`src/rtl/mips_pkg.sv`:
```
// -----------------------------------------------------------------------------
// mips_pkg
// Shared definitions for the next-PC logic:
//   pc_sel_e          - next-PC source, one value per redirect class
//   RESET_VECTOR_DEF  - default reset PC
//   EXC_VECTOR_DEF    - default exception redirect target
//   branch_target()   - pc_plus4 + (sign-extended word offset << 2), 64-bit
// -----------------------------------------------------------------------------
package mips_pkg;

    typedef enum logic [2:0] {
        PC_SEQ,
        PC_BR,
        PC_J,
        PC_JR,
        PC_EXC
    } pc_sel_e;

    localparam logic [63:0] RESET_VECTOR_DEF = 64'h0000_0000_0000_0000;
    localparam logic [63:0] EXC_VECTOR_DEF   = 64'h0000_0000_0000_0080;

    // Computed at the widest legal address width; callers truncate to ADDR_W,
    // which keeps the result correct modulo 2^ADDR_W.
    function automatic logic [63:0] branch_target(input logic [63:0] pc_plus4,
                                                  input logic [15:0] imm16);
        return pc_plus4 + {{46{imm16[15]}}, imm16, 2'b00};
    endfunction

endpackage

```
`src/rtl/ras_stack.sv`:
```
// -----------------------------------------------------------------------------
// ras_stack
// Circular return-address stack. A push when full overwrites the oldest entry;
// a pop when empty leaves the pointer alone and pulses underflow.
// Ports:
//   clk, rst        clock, asynchronous active-high reset
//   push            write push_data as the new top entry
//   pop             discard the top entry
//   push_data       return address to push
//   top             current top entry (0 when empty)
//   count           number of valid entries (saturates at RAS_DEPTH)
//   underflow       one-cycle pulse after a pop on an empty stack
// -----------------------------------------------------------------------------
module ras_stack #(
    parameter int ADDR_W    = 32,
    parameter int RAS_DEPTH = 4
) (
    input  logic                         clk,
    input  logic                         rst,
    input  logic                         push,
    input  logic                         pop,
    input  logic [ADDR_W-1:0]            push_data,
    output logic [ADDR_W-1:0]            top,
    output logic [$clog2(RAS_DEPTH):0]   count,
    output logic                         underflow
);

    localparam int PW = $clog2(RAS_DEPTH);

    logic [ADDR_W-1:0] entries [RAS_DEPTH];
    logic [PW-1:0]     wr_ptr;   // slot the next push writes; top is wr_ptr-1
    logic [PW-1:0]     top_idx;

    assign top_idx = wr_ptr - PW'(1);
    assign top     = (count == '0) ? '0 : entries[top_idx];

    // NOTE: the entry array has no reset; count gates every read, so stale
    // contents are never visible and the storage can map to plain flops/RAM.
    always_ff @(posedge clk) begin
        if (push && !pop) begin
            entries[wr_ptr] <= push_data;
        end
    end

    // NOTE: sequential state uses non-blocking assignments only, so every
    // register here samples the pre-edge values of its neighbours.
    always_ff @(posedge clk or posedge rst) begin
        if (rst) begin
            wr_ptr    <= '0;
            count     <= '0;
            underflow <= 1'b0;
        end else begin
            underflow <= 1'b0;
            if (pop) begin
                if (count == '0) begin
                    underflow <= 1'b1;
                end else begin
                    wr_ptr <= wr_ptr - PW'(1);
                    count  <= count - 1'b1;
                end
            end else if (push) begin
                wr_ptr <= wr_ptr + PW'(1);
                if (count != (PW+1)'(RAS_DEPTH)) begin
                    count <= count + 1'b1;
                end
            end
        end
    end

endmodule

```
`src/rtl/pc_unit.sv`:
```
// -----------------------------------------------------------------------------
// pc_unit
// Registered program counter with next-PC selection (exc > jr > j/jal >
// taken branch > sequential), a pending-redirect latch for redirects that
// arrive during a stall, and a return-address stack for JAL/JR returns.
// Ports:
//   clk, rst        clock, asynchronous active-high reset
//   stall           hold PC this cycle (redirects are latched as pending)
//   exc             exception redirect to EXC_VECTOR
//   branch          BEQ decoded;  branch_ne  BNE decoded;  zero  ALU zero flag
//   imm16           signed word offset for branches
//   jump, jal       J / JAL decoded (jal pushes pc_plus4);  jidx  jump index
//   jr, jr_ret      JR decoded / JR is a return (pops RAS)
//   jr_target       register value for JR
//   pc, pc_plus4    current PC and PC+4
//   ras_top, ras_count, ras_underflow   return-address stack status
//   misalign        one-cycle pulse after a JR to a non-word-aligned target
// -----------------------------------------------------------------------------
module pc_unit
    import mips_pkg::*;
#(
    parameter int          ADDR_W       = 32,
    parameter logic [63:0] RESET_VECTOR = RESET_VECTOR_DEF,
    parameter logic [63:0] EXC_VECTOR   = EXC_VECTOR_DEF,
    parameter int          RAS_DEPTH    = 4
) (
    input  logic                         clk,
    input  logic                         rst,
    input  logic                         stall,
    input  logic                         exc,
    input  logic                         branch,
    input  logic                         branch_ne,
    input  logic                         zero,
    input  logic [15:0]                  imm16,
    input  logic                         jump,
    input  logic                         jal,
    input  logic [25:0]                  jidx,
    input  logic                         jr,
    input  logic                         jr_ret,
    input  logic [ADDR_W-1:0]            jr_target,
    output logic [ADDR_W-1:0]            pc,
    output logic [ADDR_W-1:0]            pc_plus4,
    output logic [ADDR_W-1:0]            ras_top,
    output logic [$clog2(RAS_DEPTH):0]   ras_count,
    output logic                         ras_underflow,
    output logic                         misalign
);

    localparam logic [ADDR_W-1:0] RST_PC    = ADDR_W'(RESET_VECTOR);
    localparam logic [ADDR_W-1:0] EXC_PC    = ADDR_W'(EXC_VECTOR);
    localparam logic [ADDR_W-1:0] LOW28_MSK = ADDR_W'(28'hFFF_FFFF);

    pc_sel_e           sel;
    logic              taken;
    logic [ADDR_W-1:0] br_tgt;
    logic [ADDR_W-1:0] j_tgt;
    logic [ADDR_W-1:0] jr_tgt;
    logic [ADDR_W-1:0] live_tgt;
    logic [ADDR_W-1:0] pend_tgt;
    logic              pend_valid;
    logic              ras_push;
    logic              ras_pop;

    assign pc_plus4 = pc + ADDR_W'(4);
    assign br_tgt   = ADDR_W'(branch_target(64'(pc_plus4), imm16));
    // Upper bits above the 28-bit jump region come from pc_plus4; written as a
    // mask so the expression stays legal at ADDR_W == 28.
    assign j_tgt    = (pc_plus4 & ~LOW28_MSK) | ADDR_W'({jidx, 2'b00});
    assign jr_tgt   = {jr_target[ADDR_W-1:2], 2'b00};
    assign taken    = (branch && zero) || (branch_ne && !zero);

    // NOTE: every signal written in this block is given a default first, so
    // no path leaves it unassigned and no latch is inferred.
    always_comb begin
        sel      = PC_SEQ;
        live_tgt = pc_plus4;
        if (exc) begin
            sel      = PC_EXC;
            live_tgt = EXC_PC;
        end else if (jr) begin
            sel      = PC_JR;
            live_tgt = jr_tgt;
        end else if (jump || jal) begin
            sel      = PC_J;
            live_tgt = j_tgt;
        end else if (taken) begin
            sel      = PC_BR;
            live_tgt = br_tgt;
        end
    end

    // RAS side effects only for the winning redirect of an unstalled cycle.
    assign ras_push = !stall && (sel == PC_J)  && jal;
    assign ras_pop  = !stall && (sel == PC_JR) && jr_ret;

    always_ff @(posedge clk or posedge rst) begin
        if (rst) begin
            pc         <= RST_PC;
            pend_tgt   <= '0;
            pend_valid <= 1'b0;
            misalign   <= 1'b0;
        end else begin
            misalign <= !stall && (sel == PC_JR) && (jr_target[1:0] != 2'b00);
            if (stall) begin
                // Latest redirect seen during the stall replaces any earlier one.
                if (sel != PC_SEQ) begin
                    pend_tgt   <= live_tgt;
                    pend_valid <= 1'b1;
                end
            end else begin
                pend_valid <= 1'b0;
                if (sel != PC_SEQ) begin
                    pc <= live_tgt;
                end else if (pend_valid) begin
                    pc <= pend_tgt;
                end else begin
                    pc <= pc_plus4;
                end
            end
        end
    end

    ras_stack #(
        .ADDR_W    (ADDR_W),
        .RAS_DEPTH (RAS_DEPTH)
    ) u_ras (
        .clk       (clk),
        .rst       (rst),
        .push      (ras_push),
        .pop       (ras_pop),
        .push_data (pc_plus4),
        .top       (ras_top),
        .count     (ras_count),
        .underflow (ras_underflow)
    );

endmodule

```
`config.mk`:
```
export PLATFORM = sky130hd
export DESIGN_NAME = pc_unit
export DESIGN_NICKNAME = d
export VERILOG_FILES = /design/src/rtl/mips_pkg.sv /design/src/rtl/ras_stack.sv /design/src/rtl/pc_unit.sv
export SDC_FILE = /design/constraint.sdc
export NUM_CORES = 1
export LEC_CHECK = 0
export CAP_MARGIN = 20
export CORE_MARGIN = 5
export CORE_UTILIZATION = 55
export DETAILED_ROUTE_END_ITERATION = 7
export GPL_TIMING_DRIVEN = 0
export HOLD_SLACK_MARGIN = 0.08
export PLACE_DENSITY = 0.87
export SKIP_LAST_GASP = 1
export SLEW_MARGIN = 25
export SYNTH_ARGS = -nofsm -noshare
export SYNTH_HDL_FRONTEND = slang
export SYNTH_SLANG_ARGS = --single-unit
```
`constraint.sdc`:
```
create_clock -name clk -period 10.45 [get_ports clk]
set_input_delay 2.6125 -clock clk [delete_from_list [all_inputs] [get_ports clk]]
set_output_delay 2.6125 -clock clk [all_outputs]
set_load 0.01 [all_outputs]
```
==> summary.md, run 1 <==
| Metric | Value |
|---|---|
| Initial detailed-routing violation count | 1040 |
| Initial Util | 55.50% |
| Instance area at placement | 13890 µm² |
| Category of the critical setup timing path | register to output port |
| Via count of the first global-routing pass | 9881 |
| Number of vias after detailed routing | 10110 |
| Type of element launching the critical path | register |
| Post-layout minimum cycle time | 7175 ps |
| Number of warning messages in the yosys log | 0 |
| Number of search-and-repair iterations in the first detailed-routing pass | 6 |
| Number of cells on the worst reg-to-reg path | 17 |
| Synth area leaders | sky130_fd_sc_hd__edfxtp_1 33%, sky130_fd_sc_hd__dfrtp_1 16%, sky130_fd_sc_hd__mux4_2 6.4% |
| Placeable Area | 20890 µm² |
| Wire length of the first global-routing pass | 57.88 mm |
| Worst-margin pin slew | 1186 ps |
| Biggest area consumer among synthesized cells | sky130_fd_sc_hd__edfxtp_1 |
| Final period utilization | 68.66% |
| Capturing element type of the critical path | output port |
| Critical path peak fanout | 10 |
| Standby leakage power | 5.559 nW |
| Critical Path Source | u_ras.wr_ptr[0]$_DFFE_PP0P_ |
| Die area | 24080 µm² |
| Data required time of the worst path | 7840 ps |
| Clock share of power | 23.1% |
| Number of sinks driven by the clock tree | 200 |
| CTS root buffer | sky130_fd_sc_hd__clkbuf_16 |
| Hold-fix buffer count after cts | 0 |
| Routed wire per std cell | 23.76 µm |
| Number of nets in the layout | 1423 |
| DP Wirelength | 27.95 mm |
| PwrDens | 189.9 nW/µm² |
| Internal power | 1.806 mW |
| Port Buf Inserts | 184 |
| Max-cap viol count | 0 |
| Share of total power in sequential cells | 34.6% |
| Detail-routed via count per cell | 6.372 |
| Final setup viols | 0 |
| Fillers | 1548 |
| RSZ-0062 raised after global routing | false |
| Worst path bufs/invs | 6 |
| Sequential-to-total area share from yosys stat | 48.70% |
| Most instantiated flip-flop cell in the synthesis netlist | sky130_fd_sc_hd__edfxtp_1 |
| Total chip power | 2.750 mW |
| Comb pwr share | 42.3% |
| Net count after synthesis | 1215 |
| Global Route Usage Sum | 31.21% |
| DRC violations left | 0 |
| Num CTS Buffers | 17 |
| Count of final max-slew check failures | 0 |
| Pin count of the biggest net entering global routing | 41 |
| Post-synthesis async set-or-reset flop share | 36.00% |
| Placed insts | 1554 |
| Final cell count without fillers | 1586 |
| Worst setup endpoint | ras_top[22] |
| Cell area after synthesis | 11590 µm² |
| Slowest cell on the critical path | sky130_fd_sc_hd__buf_1 |
| Switching power summed over all nets | 0.9435 mW |
| Die Y-Extent | 155.2 µm |
| Total overflow reported by the global router | 0 |
| Share of cells above drive strength 1 | 7.780% |
| CTS tree | done |
| Maximum number of buffers from clock root to sink | 2 |
| CP cell instances | clkbuf_1, buf_1, inv_1, ha_1, clkbuf_1, buf_1, mux4_2, nor2b_1, clkdlybuf4s50_1 |
| Total setup buffers inserted after CTS | 0 |
| Maximum VDD drop | 0.1152 mV |
| Clock slew seen by the registers of the worst setup and hold paths | 80 ps |
| Cell area after layout | 14480 µm² |
| Worst Path Arrival | 4560 ps |
| Outcome | completed |
| Layout-stage area growth over the synthesis result | 24.88% |
| Switching power as a share of total power | 34.31% |
| Number of hold-slack violations in the final timing report | 0 |
| Number of cells upsized or downsized after cts | 0 |
| Number of antenna violations at the first check in global routing | 0 |
| N_diodes | 0 |
| CP top delay family | buffers and inverters |
| EDFF count, synth | 128 |
| Std-Cell Rows | 53 |
| Setup Skew | 13.16 ps |
| Placer congestion estimate | 0.9767 |
| Routed Wire Length | 37.69 mm |
| Syn avg cell area | 10.64 µm² |
| Library cells used by synthesis | 66 |
| #FFs+latches synth | 200 |
| Number of H-tree levels | 4 |
| Worst min path class | register to register |
| Fraction of synthesized cell area taken by the top area cell type | 33.16% |
| Top-Level Pins | 186 |
| Reg2Reg Capture Point | pc[31]$_DFFE_PP0N_ |
| Path length in cells of the critical path | 9 |
| Reg-to-reg slack, setup | 5320 ps |
| Startpoint of the lowest-slack register-to-register path | pc[16]$_DFFE_PP0N_ |
| Max stage delay on crit path | 670 ps |
| Floorplan die width | 155.2 µm |
| Accumulated negative setup slack | 0 ps |
| Worst max-slew margin expressed relative to the limit | 20.35% |
| Final antenna-violating net count | 0 |
| Clock latency on the worst-skew pair | 440 ps |
| Fmax achieved | 0.1394 GHz |
| Synth Instances | 1090 |
## cell families (layout without fill, tap and decap cells)
| logic type | Yosys count | after routing | share of synthesized area [%] |
|---|---|---|---|
| simple gates | 346 | 346 | 14.29 |
| compound gates | 290 | 290 | 16.31 |
| flops | 200 | 200 | 48.70 |
| buf+inv | 104 | 325 | 3.486 |
| mux | 61 | 61 | 8.904 |
| xor+xnor | 49 | 49 | 3.864 |
| fa+ha+maj | 40 | 40 | 4.447 |
## cell usage after synthesis (all sizes together), types with 11 or more instances
cell type  count
edfxtp       128
nand2        114
nor2          90
a21oi         74
dfrtp         72
o21ai         66
clkbuf        53
nor2b         40
inv           39
ha            38
xnor2         36
mux4          33
a21o          22
nor3          22
mux2i         21
o31ai         20
nand4         18
nand3         17
a211oi        16
a22o          13
xor2          13
buf           12
o211ai        11
## worst min path at each step
stage,from,end,slack [ps],cells after the start
2_1_floorplan,pend_tgt[30]$_DFFE_PP0P_,pend_tgt[30]$_DFFE_PP0P_,440,2
3_3_place_gp,pend_tgt[30]$_DFFE_PP0P_,pend_tgt[30]$_DFFE_PP0P_,450,2
3_5_place_dp,pend_tgt[30]$_DFFE_PP0P_,pend_tgt[30]$_DFFE_PP0P_,460,2
4_1_cts,pend_tgt[30]$_DFFE_PP0P_,pend_tgt[30]$_DFFE_PP0P_,470,2
5_1_grt,pend_tgt[15]$_DFFE_PP0P_,pend_tgt[15]$_DFFE_PP0P_,490,1
6_report,pend_tgt[30]$_DFFE_PP0P_,pend_tgt[30]$_DFFE_PP0P_,480,2
## area by class of cell
cell class / instances / area (µm²) / share of cell area [%]
Buffer: 65 / 257.7 / 1.780
Clock buffer: 17 / 425.4 / 2.939
Clock inverter: 15 / 137.6 / 0.9507
Inverter: 39 / 148.9 / 1.029
Multi-Input combinational cell: 786 / 5575 / 38.51
Sequential cell: 200 / 5645 / 39.00
Tap cell: 275 / 344.1 / 2.377
Timing Repair Buffer: 189 / 1942 / 13.41
## per-layer routing
metal	global-route usage (%)	up-vias	wire length (µm)
li1	-	4484	-
met1	42.46	4848	14610
met2	51.42	655	17880
met3	5.313	119	3809
met4	10.42	0	1382
met5	0	-	0
## worst reg2reg max path: stages, from the launching register on
cell and delay [ps]:
sky130_fd_sc_hd__dfrtp_1 500, sky130_fd_sc_hd__nand4_1 260, sky130_fd_sc_hd__or3_1 350, sky130_fd_sc_hd__or3_1 340, sky130_fd_sc_hd__clkbuf_1 180, sky130_fd_sc_hd__xor2_1 350
sky130_fd_sc_hd__inv_1 270, sky130_fd_sc_hd__ha_1 330, sky130_fd_sc_hd__clkbuf_1 200, sky130_fd_sc_hd__a2111oi_0 540, sky130_fd_sc_hd__nand2_1 90, sky130_fd_sc_hd__o21ai_0 270
sky130_fd_sc_hd__o21ai_0 120, sky130_fd_sc_hd__a21oi_1 410, sky130_fd_sc_hd__mux2i_1 280, sky130_fd_sc_hd__nor3_2 90, sky130_fd_sc_hd__nor4_1 340, sky130_fd_sc_hd__nor3_2 90
## layout by cell type (no fill, tap or decap), drive strengths merged, types with 33 or more instances in the layout
master	n
a21oi	74
clkbuf	70
clkdlybuf4s50	184
dfrtp	72
edfxtp	128
ha	38
inv	48
mux4	33
nand2	114
nor2	90
nor2b	40
o21ai	66
xnor2	36
## registers in the layout, indices dropped and copies added, names as in the netlist
register / count
u_ras.count: 3
pend_valid: 1
pc: 32
misalign: 1
u_ras.entries: 128
u_ras.underflow: 1
u_ras.wr_ptr: 2
pend_tgt: 32
## power by group through the flow
stage                     Clock [mW]  Combinational [mW]  Sequential [mW]
after CTS                      0.634                1.17            0.949
after global routing           0.672                1.25            0.957
after global placement             0                1.13            0.961
final                          0.634                1.16            0.952
after floorplan                    0               0.657            0.959
after detailed placement           0                1.16            0.965
## metrics by stage
| stage | util, % | hold WS [ps] | setup WS (ps) |
|---|---|---|---|
| floorplan | - | 439.1 | 5099 |
| global placement | 65.96 | 452.1 | 3831 |
| detailed placement | 66.50 | 457.1 | 3642 |
| CTS | 69.20 | 473.9 | 3146 |
| global route | 69.30 | 492.4 | 2836 |
| finish | 69.30 | 478.4 | 3275 |
Note: power is estimated with default switching activity, not from simulation.
==> run 2: changes to the inputs <==
--- a/config.mk
+++ b/config.mk
@@ -7,11 +7,11 @@
 export LEC_CHECK = 0
 export CAP_MARGIN = 20
 export CORE_MARGIN = 5
-export CORE_UTILIZATION = 55
+export CORE_UTILIZATION = 49
 export DETAILED_ROUTE_END_ITERATION = 7
 export GPL_TIMING_DRIVEN = 0
 export HOLD_SLACK_MARGIN = 0.08
-export PLACE_DENSITY = 0.87
+export PLACE_DENSITY = 0.82
 export SKIP_LAST_GASP = 1
 export SLEW_MARGIN = 25
 export SYNTH_ARGS = -nofsm -noshare
==> constraint.sdc (replaced) <==
create_clock -name clk -period 6.6 [get_ports clk]
set_input_delay 1.65 -clock clk [delete_from_list [all_inputs] [get_ports clk]]
set_output_delay 1.65 -clock clk [all_outputs]
set_load 0.01 [all_outputs]
==> run 2 against run 1 <==
Effect of this change: clock power rose by 64%; sequential share of layout area is 0.21 points lower; routed wire length shrank 3.6%; worst hold slack improved by 2.6 ps; clock skew up 1.1 ps; cell area up 0.54%; die area rose by 11%; via count shrank 2.1%; critical path depth stayed put; utilization decreased by 7.1 points; largest cell class unchanged; power up 59%.
==> summary.md, run 2 (synthesis results as in run 1) <==
| Metric | Value |
|---|---|
| Outcome | completed |
| Data required time of the worst path | 4950 ps |
| Number of hold-slack violations in the final timing report | 0 |
| Num CTS Buffers | 17 |
| Final setup slack of the worst path | 467.8 ps |
| Worst min path class | register to register |
| Routed Wire Length | 36.33 mm |
| Initial detailed-routing violation count | 995 |
| Wire length of the first global-routing pass | 55.67 mm |
| Worst-margin pin slew | 1086 ps |
| CTS root buffer | sky130_fd_sc_hd__clkbuf_16 |
| Share of total power in sequential cells | 34.4% |
| Max-cap viol count | 0 |
| Worst max-slew margin expressed relative to the limit | 25.72% |
| Share of cells above drive strength 1 | 7.704% |
| Total overflow reported by the global router | 0 |
| Internal power | 2.924 mW |
| Accumulated negative setup slack | 0 ps |
| Number of nets in the layout | 1423 |
| Critical path peak fanout | 10 |
| Number of cells upsized or downsized after cts | 0 |
| Die area | 26830 µm² |
| Switching power summed over all nets | 1.450 mW |
| Std-Cell Rows | 56 |
| Number of H-tree levels | 4 |
| Comb pwr share | 41.7% |
| Placed insts | 1598 |
| Number of antenna violations at the first check in global routing | 0 |
| Clock share of power | 23.9% |
| Clock slew seen by the registers of the worst setup and hold paths | 80 ps |
| Final setup viols | 0 |
| RSZ-0062 raised after global routing | false |
| Total setup buffers inserted after CTS | 0 |
| Reg-to-reg slack, setup | 1410 ps |
| Port Buf Inserts | 184 |
| Standby leakage power | 5.554 nW |
| Routed wire per std cell | 22.29 µm |
| Register with the most flip-flops | u_ras.entries |
| Number of sinks driven by the clock tree | 200 |
| Final antenna-violating net count | 0 |
| DP Wirelength | 27.75 mm |
| Detail-routed via count per cell | 6.070 |
| Placer congestion estimate | 0.9660 |
| Critical Path Source | u_ras.wr_ptr[0]$_DFFE_PP0P_ |
| Hold-fix buffer count after cts | 0 |
| CTS tree | done |
| N_diodes | 0 |
| Post-layout minimum cycle time | 6132 ps |
| Leading cell type in the layout, fill and taps excluded | sky130_fd_sc_hd__clkdlybuf4s50_1 |
| Max FFs per register | 128 |
| Final cell count without fillers | 1630 |
| Maximum number of buffers from clock root to sink | 2 |
| Startpoint of the lowest-slack register-to-register path | pc[9]$_DFFE_PP0N_ |
| Die Y-Extent | 163.8 µm |
| Cell area after layout | 14550 µm² |
| Initial Util | 49.53% |
| Number of search-and-repair iterations in the first detailed-routing pass | 5 |
| Setup Skew | 14.25 ps |
| Global Route Usage Sum | 27.10% |
| Count of final max-slew check failures | 0 |
| Placeable Area | 23400 µm² |
| Number of cells on the worst reg-to-reg path | 15 |
| Most used cells in the layout excluding fill and tap cells | 184 x sky130_fd_sc_hd__clkdlybuf4s50_1, 128 x sky130_fd_sc_hd__edfxtp_1, 113 x sky130_fd_sc_hd__nand2_1, 90 x sky130_fd_sc_hd__nor2_1, 74 x sky130_fd_sc_hd__a21oi_1 |
| Largest registers ranked by flip-flop count | u_ras.entries (128), pc (32), pend_tgt (32) |
| Layout-stage area growth over the synthesis result | 25.55% |
| Worst setup endpoint | ras_top[23] |
| Fmax achieved | 0.1631 GHz |
| Reg2Reg Capture Point | pc[31]$_DFFE_PP0N_ |
| Setup slack at placement | 804.6 ps |
| Maximum VDD drop | 0.2054 mV |
| Top-Level Pins | 186 |
| Capturing element type of the critical path | output port |
| Instance area at placement | 13960 µm² |
| DRC violations left | 0 |
| PwrDens | 300.6 nW/µm² |
| Pin count of the biggest net entering global routing | 47 |
| Number of vias after detailed routing | 9894 |
| Worst Path Arrival | 4480 ps |
| Floorplan die width | 163.8 µm |
| Type of element launching the critical path | register |
| Final period utilization | 92.91% |
| Via count of the first global-routing pass | 9669 |
| Switching power as a share of total power | 33.15% |
| Category of the critical setup timing path | register to output port |
| Clock latency on the worst-skew pair | 430 ps |
[run 2: cell count changes in the layout (fill, tap and decap cells not counted), moves of 2 or more]
cell and change:
sky130_fd_sc_hd__inv_8 -5, sky130_fd_sc_hd__xnor2_2 -2, sky130_fd_sc_hd__xnor2_1 +2, sky130_fd_sc_hd__bufinv_16 +2, sky130_fd_sc_hd__inv_6 +2, sky130_fd_sc_hd__clkinv_4 +3
[run 2: through the flow]
stage	total power, mW	hold slack, ps	utilization, %
floorplan	2.559	439.1	-
global placement	3.308	451.6	59.11
detailed placement	3.352	457.7	59.65
CTS	4.384	473.7	62.18
global route	4.587	500.3	62.19
finish	4.374	481.0	62.19
[run 2: worst min-delay path by stage]
stage                        startpoint                        to  cells past startpoint
2_1_floorplan  pend_tgt[30]$_DFFE_PP0P_  pend_tgt[30]$_DFFE_PP0P_                      2
3_3_place_gp   pend_tgt[18]$_DFFE_PP0P_  pend_tgt[18]$_DFFE_PP0P_                      2
3_5_place_dp   pend_tgt[30]$_DFFE_PP0P_  pend_tgt[30]$_DFFE_PP0P_                      2
4_1_cts        pend_tgt[30]$_DFFE_PP0P_  pend_tgt[30]$_DFFE_PP0P_                      2
5_1_grt        pend_tgt[24]$_DFFE_PP0P_  pend_tgt[24]$_DFFE_PP0P_                      1
6_report       pend_tgt[30]$_DFFE_PP0P_  pend_tgt[30]$_DFFE_PP0P_                      2
[run 2: power groups by stage]
stage | Sequential, mW | Combinational, mW | Clock [mW]
6_report | 1.50 | 1.82 | 1.04
5_1_grt | 1.51 | 1.97 | 1.10
4_1_cts | 1.50 | 1.83 | 1.05
3_5_place_dp | 1.53 | 1.82 | 0
3_3_place_gp | 1.52 | 1.79 | 0
2_1_floorplan | 1.52 | 1.04 | 0
[run 2: final cells by class]
| type | count | area (µm²) |
|---|---|---|
| plain buffers | 65 | 257.7 |
| clock buffers | 17 | 425.4 |
| clock inverters | 15 | 167.7 |
| fillers | 1873 | 8848 |
| inverters | 39 | 148.9 |
| multi-input cells | 786 | 5560 |
| flip-flops and latches | 200 | 5645 |
| well taps | 319 | 399.1 |
| repair buffers | 189 | 1949 |
[run 2: metal layers]
layer / vias to the layer above / wire length, µm / GRT usage (%)
met1: 4750 / 14320 / 36.95
met5: - / 0 / 0
met2: 596 / 17170 / 44.18
met3: 78 / 3916 / 5.471
li1: 4470 / - / -
met4: 0 / 927 / 8.197
[run 2: critical path, stage by stage, from the launching register on]
cell and delay [ps]:
sky130_fd_sc_hd__dfrtp_1 400, sky130_fd_sc_hd__clkbuf_1 380, sky130_fd_sc_hd__buf_1 620, sky130_fd_sc_hd__inv_1 220, sky130_fd_sc_hd__ha_1 340, sky130_fd_sc_hd__clkbuf_1 410, sky130_fd_sc_hd__buf_1 570, sky130_fd_sc_hd__mux4_2 330
sky130_fd_sc_hd__nor2b_1 210, sky130_fd_sc_hd__clkdlybuf4s50_1 580
==> run 3: changes to the inputs <==
--- a/config.mk
+++ b/config.mk
@@ -7,11 +7,12 @@
 export LEC_CHECK = 0
 export CAP_MARGIN = 20
 export CORE_MARGIN = 5
-export CORE_UTILIZATION = 49
+export CORE_UTILIZATION = 55
 export DETAILED_ROUTE_END_ITERATION = 7
+export DONT_BUFFER_PORTS = 1
 export GPL_TIMING_DRIVEN = 0
 export HOLD_SLACK_MARGIN = 0.08
-export PLACE_DENSITY = 0.82
+export PLACE_DENSITY = 0.78
 export SKIP_LAST_GASP = 1
 export SLEW_MARGIN = 25
 export SYNTH_ARGS = -nofsm -noshare
==> run 3 against run 2 <==
Effect of this change: setup slack improved by 360 ps; highest routed layer unchanged; via count down 6.6%; sequential power hardly changed; critical path type unchanged; critical path depth decreased by 1; register-to-register slack worse by 160 ps; utilization is 1.5 points lower; fmax rose by 6.3%.
==> summary.md, run 3 (synthesis results as in run 1) <==
| Metric | Value |
|---|---|
| Outcome | completed |
| Area of combinational cells with multiple inputs | 5614 µm² |
| Standby leakage power | 4.885 nW |
| DP Wirelength | 26.39 mm |
| Die Y-Extent | 155.2 µm |
| Initial Util | 55.50% |
| Worst Path Arrival | 4120 ps |
| PwrDens | 304.3 nW/µm² |
| Fillers | 1714 |
| CP top delay family | buffers and inverters |
| Reg-to-reg slack, setup | 1250 ps |
| N_diodes | 0 |
| Worst-margin pin slew | 1087 ps |
| Startpoint of the worst hold path | pend_tgt[10]$_DFFE_PP0P_ |
| Number of sinks driven by the clock tree | 200 |
| Startpoint of the lowest-slack register-to-register path | pc[16]$_DFFE_PP0N_ |
| Most used cells in the layout excluding fill and tap cells | 128 x sky130_fd_sc_hd__edfxtp_1, 113 x sky130_fd_sc_hd__nand2_1, 90 x sky130_fd_sc_hd__nor2_1, 74 x sky130_fd_sc_hd__a21oi_1, 72 x sky130_fd_sc_hd__dfrtp_1 |
| Critical path peak fanout | 10 |
| Path length in cells of the critical path | 8 |
| Std-Cell Rows | 53 |
| Top-Level Pins | 186 |
| Register with the most flip-flops | u_ras.entries |
| Wire length of the first global-routing pass | 52.79 mm |
| Detail-routed via count per cell | 6.590 |
| Initial detailed-routing violation count | 1057 |
| Share of cells above drive strength 1 | 9.760% |
| Clock slew seen by the registers of the worst setup and hold paths | 70 ps |
| Number of vias after detailed routing | 9239 |
| Max-cap viol count | 0 |
| Global Route Usage Sum | 28.79% |
| Num CTS Buffers | 17 |
| FF/Latch Area | 5645 µm² |
| Number of nets in the layout | 1239 |
| Layout-stage area growth over the synthesis result | 9.369% |
| Total overflow reported by the global router | 0 |
| Number of cells upsized or downsized after cts | 0 |
| Die area | 24080 µm² |
| Number of search-and-repair iterations in the first detailed-routing pass | 6 |
| Number of hold-slack violations in the final timing report | 0 |
| CP cell instances | clkbuf_1, buf_1, inv_1, ha_1, clkbuf_1, buf_1, mux4_2, nor2b_1 |
| Worst Hold Depth | 2 |
| Final antenna-violating net count | 0 |
| Fin Hold WS | 481.7 ps |
| Worst min path class | register to register |
| Worst path bufs/invs | 5 |
| Port Buf Inserts | 0 |
| Number of antenna violations at the first check in global routing | 0 |
| Worst max-slew margin expressed relative to the limit | 27.00% |
| Post-layout minimum cycle time | 5770 ps |
| DRC violations left | 0 |
| Capturing element type of the critical path | output port |
| Reg2Reg Capture Point | pc[27]$_DFFE_PP0N_ |
| Fmax achieved | 0.1733 GHz |
| Number of H-tree levels | 4 |
| Setup Skew | 17.86 ps |
| Placer congestion estimate | 0.9947 |
| Total setup buffers inserted after CTS | 0 |
| Placeable Area | 20890 µm² |
| Clock latency on the worst-skew pair | 450 ps |
| Maximum VDD drop | 0.2134 mV |
| Worst hold endpoint | pend_tgt[10]$_DFFE_PP0P_ |
| Max stage delay on crit path | 670 ps |
| Floorplan die width | 155.2 µm |
| Type of element launching the critical path | register |
| Hold-fix buffer count after cts | 0 |
| Routed Wire Length | 35.01 mm |
| Final setup viols | 0 |
| Maximum number of buffers from clock root to sink | 2 |
| Via count of the first global-routing pass | 8849 |
| CTS root buffer | sky130_fd_sc_hd__clkbuf_16 |
| Number of cells on the worst reg-to-reg path | 17 |
| Count of final max-slew check failures | 0 |
| CTS tree | done |
| Final period utilization | 87.42% |
| Slowest cell on the critical path | sky130_fd_sc_hd__buf_1 |
| RSZ-0062 raised after global routing | false |
| Category of the critical setup timing path | register to output port |
| Max FFs per register | 128 |
| Accumulated negative setup slack | 0 ps |
| Largest registers ranked by flip-flop count | u_ras.entries (128), pc (32), pend_tgt (32) |
| Leading cell type in the layout, fill and taps excluded | sky130_fd_sc_hd__edfxtp_1 |
| Data required time of the worst path | 4950 ps |
| Routed wire per std cell | 24.97 µm |
| Pin count of the biggest net entering global routing | 51 |
run 3: changes by cell type in the layout (fill, tap and decap cells not counted), sizes merged:
cell,delta
clkinvlp,+2
clkbuf,+1
bufinv,-2
clkdlybuf4s50,-184
buf,-1
run 3: worst max path at each step:
stage	startpoint	end	slack, ps
floorplan	u_ras.wr_ptr[0]$_DFFE_PP0P_	ras_top[10]	2210
CTS	u_ras.wr_ptr[0]$_DFFE_PP0P_	ras_top[9]	740
finish	u_ras.wr_ptr[0]$_DFFE_PP0P_	ras_top[9]	830
global route	u_ras.wr_ptr[0]$_DFFE_PP0P_	ras_top[9]	470
global placement	u_ras.wr_ptr[0]$_DFFE_PP0P_	ras_top[9]	1350
detailed placement	u_ras.wr_ptr[0]$_DFFE_PP0P_	ras_top[9]	1280
run 3: per-stage QoR:
stage | worst slack (ps) | instances | util [%] | instance area [µm²] | total power [mW]
after floorplan | 2211 | 1090 | - | 11590 | 2.559
after global placement | 1351 | 1365 | 57.14 | 11940 | 2.869
after detailed placement | 1278 | 1370 | 57.83 | 12080 | 2.906
after CTS | 740.5 | 1402 | 60.44 | 12620 | 3.862
after global routing | 474.9 | 1402 | 60.69 | 12680 | 4.052
final | 830.1 | 1402 | 60.69 | 12680 | 3.858
run 3: area by class of cell:
| type | count | area share [%] |
|---|---|---|
| Buffer | 65 | 2.043 |
| Clock buffer | 17 | 3.355 |
| Clock inverter | 15 | 0.9375 |
| Inverter | 39 | 1.174 |
| Multi-Input combinational cell | 786 | 44.28 |
| Sequential cell | 200 | 44.53 |
| Tap cell | 275 | 2.714 |
| Timing Repair Buffer | 5 | 0.9671 |
run 3: per-layer routing:
layer / routed length [µm] / vias up / GRT usage, %
li1: - / 4103 / -
met3: 4123 / 85 / 7.872
met4: 1122 / 0 / 9.837
met1: 13500 / 4445 / 38.53
met5: 0 / - / 0
met2: 16260 / 606 / 45.79
run 3: worst min-delay path, delay by kind of cell (launching register included):
| family | cells | cell delay, ps |
|---|---|---|
| compound gates | 1 | 60 |
| flops | 1 | 340 |
| simple gates | 1 | 40 |
run 3: where the power goes:
part	internal (mW)	total, mW	leakage [nW]	switching, mW
sequential	1.43	1.52	2.09	0.0969
clock	0.489	0.970	0.256	0.480
combinational	0.545	1.36	2.54	0.819
